`src/rtl/multi_countdown_timer.sv`:
```
// rtl/multi_countdown_timer.sv - N-channel countdown timer with shared tick prescaler
//
// Ports:
//   clk         system clock, all logic on posedge
//   rst         asynchronous, active-high reset
//   cmd_valid   command strobe, one command per cycle
//   cmd_op      00 LOAD, 01 PAUSE, 10 RESUME, 11 CANCEL
//   cmd_ch      target channel
//   cmd_value   LOAD start value in ticks
//   cmd_reload  LOAD: 1 = auto-reload mode
//   time_left   remaining ticks, channel i at [i*WIDTH +: WIDTH]
//   running     channel is counting
//   expired     sticky, channel reached terminal count without reload
//   done_pulse  one-cycle pulse at each terminal count
//   cmd_err     one-cycle pulse, previous command was ignored

module multi_countdown_timer #(
    parameter int N_CH     = 2,
    parameter int WIDTH    = 16,
    parameter int TICK_DIV = 100_000_000
) (
    input  logic                                  clk,
    input  logic                                  rst,
    input  logic                                  cmd_valid,
    input  logic [1:0]                            cmd_op,
    input  logic [((N_CH > 1) ? $clog2(N_CH) : 1)-1:0] cmd_ch,
    input  logic [WIDTH-1:0]                      cmd_value,
    input  logic                                  cmd_reload,
    output logic [N_CH*WIDTH-1:0]                 time_left,
    output logic [N_CH-1:0]                       running,
    output logic [N_CH-1:0]                       expired,
    output logic [N_CH-1:0]                       done_pulse,
    output logic                                  cmd_err
);

    localparam int CH_W = (N_CH > 1) ? $clog2(N_CH) : 1;
    localparam int PW   = (TICK_DIV > 1) ? $clog2(TICK_DIV) : 1;
    localparam logic [PW-1:0] PRE_LAST = PW'(TICK_DIV - 1);

    localparam logic [1:0] OP_LOAD   = 2'b00;
    localparam logic [1:0] OP_PAUSE  = 2'b01;
    localparam logic [1:0] OP_RESUME = 2'b10;
    localparam logic [1:0] OP_CANCEL = 2'b11;

    typedef enum logic [1:0] {
        ST_IDLE    = 2'b00,
        ST_RUN     = 2'b01,
        ST_PAUSED  = 2'b10,
        ST_EXPIRED = 2'b11
    } state_t;

    logic [PW-1:0]   prescaler;
    logic            tick;
    logic            ch_ok;
    logic [N_CH-1:0] ch_err;

    // Free-running prescaler shared by all channels; only reset clears it,
    // so LOAD does not restart the tick phase.
    always_ff @(posedge clk or posedge rst) begin
        if (rst) begin
            prescaler <= '0;
        end else if (prescaler == PRE_LAST) begin
            prescaler <= '0;
        end else begin
            prescaler <= prescaler + PW'(1);
        end
    end

    assign tick  = (prescaler == PRE_LAST);
    assign ch_ok = (32'(cmd_ch) < N_CH);

    always_ff @(posedge clk or posedge rst) begin
        if (rst) begin
            cmd_err <= 1'b0;
        end else begin
            cmd_err <= cmd_valid && (!ch_ok || (|ch_err));
        end
    end

    for (genvar i = 0; i < N_CH; i++) begin : g_ch
        state_t           state, state_n;
        logic [WIDTH-1:0] tl, tl_n;
        logic [WIDTH-1:0] rv, rv_n;
        logic             rl, rl_n;
        logic             done_q, done_n;
        logic             err_n;
        logic             hit;

        assign hit = cmd_valid && ch_ok && (cmd_ch == CH_W'(i));

        always_ff @(posedge clk or posedge rst) begin
            if (rst) begin
                state  <= ST_IDLE;
                tl     <= '0;
                rv     <= '0;
                rl     <= 1'b0;
                done_q <= 1'b0;
            end else begin
                state  <= state_n;
                tl     <= tl_n;
                rv     <= rv_n;
                rl     <= rl_n;
                done_q <= done_n;
            end
        end

        // A command addressed to this channel takes priority; a tick arriving
        // in the same cycle is dropped for this channel only.
        always_comb begin
            state_n = state;
            tl_n    = tl;
            rv_n    = rv;
            rl_n    = rl;
            done_n  = 1'b0;
            err_n   = 1'b0;
            if (hit) begin
                case (cmd_op)
                    OP_LOAD: begin
                        tl_n = cmd_value;
                        rv_n = cmd_value;
                        if (cmd_value == '0) begin
                            // Zero load expires at once; reload is forced off
                            // so it cannot pulse forever.
                            state_n = ST_EXPIRED;
                            rl_n    = 1'b0;
                            done_n  = 1'b1;
                        end else begin
                            state_n = ST_RUN;
                            rl_n    = cmd_reload;
                        end
                    end
                    OP_PAUSE: begin
                        if (state == ST_RUN) state_n = ST_PAUSED;
                        else                 err_n   = 1'b1;
                    end
                    OP_RESUME: begin
                        if (state == ST_PAUSED) state_n = ST_RUN;
                        else                    err_n   = 1'b1;
                    end
                    OP_CANCEL: begin
                        state_n = ST_IDLE;
                        tl_n    = '0;
                        rl_n    = 1'b0;
                    end
                    default: ;
                endcase
            end else if (tick && state == ST_RUN) begin
                if (tl > WIDTH'(1)) begin
                    tl_n = tl - WIDTH'(1);
                end else if (tl == WIDTH'(1)) begin
                    done_n = 1'b1;
                    if (rl) begin
                        tl_n = rv;
                    end else begin
                        tl_n    = '0;
                        state_n = ST_EXPIRED;
                    end
                end
            end
        end

        assign ch_err[i]                    = err_n;
        assign time_left[i*WIDTH +: WIDTH]  = tl;
        assign running[i]                   = (state == ST_RUN);
        assign expired[i]                   = (state == ST_EXPIRED);
        assign done_pulse[i]                = done_q;
    end

endmodule

```
`config.mk`:
```
export PLATFORM = sky130hd
export DESIGN_NAME = multi_countdown_timer
export DESIGN_NICKNAME = d
export VERILOG_FILES = /design/src/rtl/multi_countdown_timer.sv
export SDC_FILE = /design/constraint.sdc
export NUM_CORES = 1
export LEC_CHECK = 0
export CAP_MARGIN = 40
export CORE_UTILIZATION = 40
export CTS_CLUSTER_DIAMETER = 120
export DETAILED_ROUTE_END_ITERATION = 8
export PLACE_DENSITY_LB_ADDON = 0.15
export REMOVE_ABC_BUFFERS = 1
export SYNTH_ARGS = -nofsm -noshare
export SYNTH_HDL_FRONTEND = slang
export SYNTH_SLANG_ARGS = --single-unit
export TNS_END_PERCENT = 10
```
`constraint.sdc`:
```
create_clock -name clk -period 3.6 [get_ports clk]
set_input_delay 0.72 -clock clk [delete_from_list [all_inputs] [get_ports clk]]
set_output_delay 0.72 -clock clk [all_outputs]
set_load 0.05 [all_outputs]
```
# Word level (Yosys, flattened, before mapping)
# Cells that the tools add are included.
# Widths: inputs -> output; s select.
[op_classes] n_mux=49 eq_ne=22 order_cmp=2 add_sub_neg=3 bitwise_logic=1 n_reduce_logical=23
[ops] cell="$mux 16" count=10
[ops] cell="$eq 16x1->1 const B" count=2
[ops] cell="$gt 16x1->1 const B" count=2
[ops] cell="$pmux 16 s2" count=1
[ops] cell="$sub 16x1->16 const B" count=2
[ops] cell="$mux 2" count=15
[ops] cell="$add 27x1->27 const B" count=1
[ops] cell="$eq 27x27->1 const B" count=1
[ops] cell="$mux 27" count=1
[ops] cell="$mux 1" count=17
[ops] cell="$logic_not 16->1" count=1
[ops] cell="$pmux 2 s4" count=2
[ops] cell="$eq 2x2->1 const B" count=6
[ops] cell="$ne 3x3->1 const B" count=4
[ops] cell="$reduce_and 6->1" count=2
[ops] cell="$reduce_bool 2->1" count=5
[ops] cell="$reduce_and 2->1" count=4
[ops] cell="$eq 2x1->1 const B" count=3
[ops] cell="$ne 3x1->1 const B" count=2
[ops] cell="$pmux 1 s2" count=3
[ops] cell="$reduce_and 3->1" count=2
[ops] cell="$reduce_bool 3->1" count=2
[ops] cell="$logic_and 1x1->1" count=5
[ops] cell="$ne 2x1->1 const B" count=2
[ops] cell="4 further kinds" count=5
[totals] ff_bits=100 output_inout_bits=39

# Longest topological paths before layout
[logic_depth] ltp_word=6 ltp_mapped=10 mapped_depth_nobuf=7

# Worst setup path after synthesis
# OpenSTA, ideal clock, no wires.
[synth_timing] kind="flip-flop to flip-flop" from="register g_ch[0].tl[9]" to="register g_ch[0].tl[14]" setup_slack_ps=830 setup_time_ps=74 required_time_ps=3526 t_arrival_ps=2696 path_stages_with_launch=8 cell_sequence="dfrtp_1 -> or4_1 -> buf_2 -> or4_4 -> buf_6 -> or4_1 -> o31a_1 -> o21ai_2"
[synth_between] elab_chain_cells=4 word_cells_on_any_way=8 classes_between="1 x add/sub; 1 x order compare; 1 x eq/ne; 3 x mux; 2 x reduce/logical"
[synth_lines] item="start, declared" line_no="82" text="logic [WIDTH-1:0] tl, tl_n;"
[synth_lines] item="start signal, assigned" line_no="100" text="tl <= tl_n;"
[synth_lines] item="$sub 16x1->16 / $gt 16x1->1 (equally long branches)" line_no="149, 148"
[synth_lines] item="$mux 16" line_no="148" text="if (tl > WIDTH'(1)) begin"
[synth_lines] item="$mux 16" line_no="147" text="end else if (tick && state == ST_RUN) begin"
[synth_lines] item="$mux 16" line_no="116" text="if (hit) begin"
# Parallel ways exist; a longest one is shown, timed or not. The select of a mux whose other input is x is not followed.
# A chain may end at the register's enable or synchronous reset.

# Worst setup path after layout
[layout_timing] from="register g_ch[0].tl[0]" to="register g_ch[0].tl[2]"
# The elaborated chain is that of the path after synthesis.

==> qor.yml <==
setup_path:
  crit_type: "reg2reg"
  crit_path_max_incr_delay_ns: 0.47
  worstPathArrival_ns: 3.04
  r2r_slack_ns: 0.81
  cp_max_fo: 10
  required_ns: 3.85
  start_kind: "flip-flop"
  rr_endpoint: "g_ch[0].tl[2]"
  reg2reg_from: "g_ch[0].tl[0]"
  cp_top_family: "simple AND/OR/NAND/NOR gates"
  crit_path_end_kind: "flip-flop"
  rr_worst_depth: 7
  crit_chain: "inv_1, ha_1, or3b_2, nor4_1, a31o_2, nor2_1, mux2_2"
  cp.buffers_inverters: 1
  cp.depth: 7
  cp_slowest_cell: "dfrtp_1"
die:
  die_h_um: 125
  die_area_um2: 15500
  start_util_pct: 41.2
  core-area_um2: 14600
  ios: 62
  rows: 44
  die_w_um: 125
layout:
  regArea_um2: 2500
  layout_commonest_cell: "dfrtp_1"
  nets: 717
  mostFrequentLayoutCells: "100 x dfrtp_1, 61 x clkdlybuf4s50_1, 37 x nor2_1, 37 x mux2_2, 31 x nand2_1"
  fillers: 1346
  multi_input_area_um2: 3250
  layout.cells.non_filler: 874
  num_antenna_cells: 0
  areaGrowthSynthToFinish_pct: 19.2
  drive_above_1_share_pct: 14.1
  final_area_um2: 7170
synthesis:
  synthCells: 635
  ys_async_sr_fraction_pct: 100
  synth_edf_count: 0
  synth_area_um2: 6010
  ys.flop_type: "dfrtp_1"
  yosysSeqAreaShare_pct: 41.6
  synth_xor_area_share_pct: 4.37
  avgSynthCellArea_um2: 9.47
  synthSimpleGateAreaFrac_pct: 18.8
  synth_top_area_cell: "dfrtp_1"
  synth_fa_ha_area_share_pct: 1.87
  ys_ff_latch: 100
  synth_cell_type_count: 70
  synth_area_leaders: "dfrtp_1 42%, mux2_2 6.9%, xnor2_1 3.2%, a21oi_1 2.5%, clkbuf_1 2.5%"
  netlist.area_leader.share_pct: 41.6
  synth_top_family_by_area: "compound AO/OA/AOI/OAI gates"
  synth_compound_area_share_pct: 21.4
  ys.warnings.count: 0
  synthMuxAreaShare_pct: 7.43
placement:
  port_buffers: 61
  dp_hpwl_um: 12300
  placed_cells: 858
  place.gp.congestion: 0.851
  placed_area_um2: 6860
worst_hold_path:
  hold_end: "prescaler[0]"
  hp-start: "prescaler[0]"
  hold_path.class: "reg2reg"
  min_path_cells: 1
grt:
  grt_pass1_vias: 5176
  antenna_found_initial: 0
  grt_max_degree: 59
  grt_usage_pct: 22.4
  grt_pass1_wl_um: 28100
  grt.overflow.total: 0
clock_network:
  htree_levels: 3
  holdBufCountCts: 0
  cts_resized: 0
  clkSinkCount: 100
  clockBufferDepth: 2
  clk_pin_slew_worst_paths_ns: 0.08
  cts_setup_buffers: 0
  clkLatencyLatePin_ns: 0.36
  cts_made_buffers: 9
  ctsRootBufferMaster: "clkbuf_16"
  cts_tree: "done"
drt:
  first_iter_violations: 652
  num_vias: 5396
  wire_per_inst_um: 19.5
  wl_um: 17000
  final_antenna_net_count: 0
  drcViolationCount: 0
  drt-vias-per-instance: 6.17
  firstDrtPassIters: 6
timing:
  hold_viol: 0
  timing.final.crit_share_pct: 77.6
  clock_skew_ns: 0.0116
  worst_slew_pin_slew_ns: 0.815
  rsz0062_at_grt: "no"
  maxSlewHeadroom_pct: 45.3
  finalSetupViolCount: 0
  final_max_slew_viol_count: 0
  timing.fmax_ghz: 0.358
  fin_crit_ns: 2.79
run_status:
  status: "finished, final reports clean"
power_and_ir_drop:
  p_leak_uw: 0.00277
  power_density_nw_per_um2: 689
  peakVddDrop_uv: 315
flow_run:
  cap_viol_max_count: 0
routing by layer:
metal | GRT usage (%) | vias to the layer above | wire length [µm]
met1 | 31.0 | 2638 | 7880
met3 | 3.14 | 35 | 875
met2 | 35.0 | 205 | 7810
li1 | - | 2518 | -
met4 | 9.28 | 0 | 470
met5 | 0 | - | 0
flip-flops by register name, indices dropped and copies added (netlist names):
name	cells
cmd_err	1
g_ch.done_q	2
g_ch.rl	2
g_ch.rv	32
g_ch.state	4
g_ch.tl	32
prescaler	27
power breakdown:
group	switching (µW)	internal (µW)	total, µW
Combinational	1390	826	2220
Sequential	322	1370	1690
Clock	449	579	1030
Total	2160	2770	4940
metrics by stage:
stage	utilization (%)	total power, µW	worst slack, ns	hold slack, ns	setup TNS, ns
floorplan	-	3100	-0.00265	0.448	-0.00794
global placement	47.0	3890	0.572	0.466	0
detailed placement	47.0	3900	0.496	0.479	0
CTS	49.1	4940	0.857	0.488	0
global route	49.1	5200	0.659	0.523	0
finish	49.1	4940	0.805	0.482	0
worst register-to-register path: stages (launching register included):
cell	delay [ns]
dfrtp_1	0.47
inv_1	0.12
ha_1	0.33
or3b_2	0.47
nor4_1	0.46
a31o_2	0.38
nor2_1	0.15
mux2_2	0.30
cells in the mapped netlist (3+ instances only):
| library cell | instances |
|---|---|
| dfrtp_1 | 100 |
| clkbuf_1 | 40 |
| mux2_2 | 37 |
| nor2_1 | 37 |
| nand2_1 | 31 |
| a21oi_1 | 30 |
| o21ai_0 | 29 |
| xnor2_1 | 22 |
| nand3_1 | 21 |
| inv_1 | 20 |
| nand4_1 | 20 |
| nor3_1 | 19 |
| nor4_1 | 19 |
| o211ai_1 | 17 |
| a211oi_1 | 13 |
| a221oi_1 | 12 |
| o2bb2ai_1 | 10 |
| and3_1 | 9 |
| ha_1 | 9 |
| o31ai_1 | 9 |
| and2_1 | 8 |
| nor2b_1 | 8 |
| xor2_1 | 8 |
| o31a_1 | 7 |
| or2_2 | 6 |
| or3_1 | 6 |
| a2111oi_0 | 5 |
| a31oi_1 | 5 |
| o21ai_1 | 5 |
| and4_1 | 4 |
| o41ai_1 | 4 |
| or4_1 | 4 |
| a31o_2 | 3 |
| a32o_1 | 3 |
| buf_2 | 3 |
| mux2i_1 | 3 |
| nand2b_1 | 3 |
| nor3b_1 | 3 |
| o21a_1 | 3 |
area by class of cell:
class / instances / share of cell area [%]
inverter: 20 / 1.08
multi-input combinational: 468 / 45.3
sequential: 100 / 34.9
timing repair buffer: 86 / 11.1
tap: 184 / 3.21
clock inverter: 5 / 0.803
clock buffer: 11 / 3.53
cell families after synthesis:
family                     Yosys count
muxes                               40
xor gates and xnor gates            30
DFF                                100
adders and majority gates            9
buffers and inverters               67
and+or+nand+nor                    208
AOI/OAI and AO/OA                  181
worst max path at each step:
stage | start | slack [ns] | to
2_1_floorplan | g_ch[0].tl[9] | -0.003 | g_ch[0].tl[2]
3_3_place_gp | cmd_op[0] | 0.57 | g_ch[0].tl[6]
6_report | g_ch[0].tl[0] | 0.81 | g_ch[0].tl[2]
5_1_grt | g_ch[1].tl[11] | 0.66 | g_ch[1].tl[10]
4_1_cts | g_ch[0].tl[0] | 0.86 | g_ch[0].tl[2]
3_5_place_dp | cmd_op[0] | 0.50 | g_ch[0].tl[2]
Note: power is estimated with default switching activity, not from simulation.
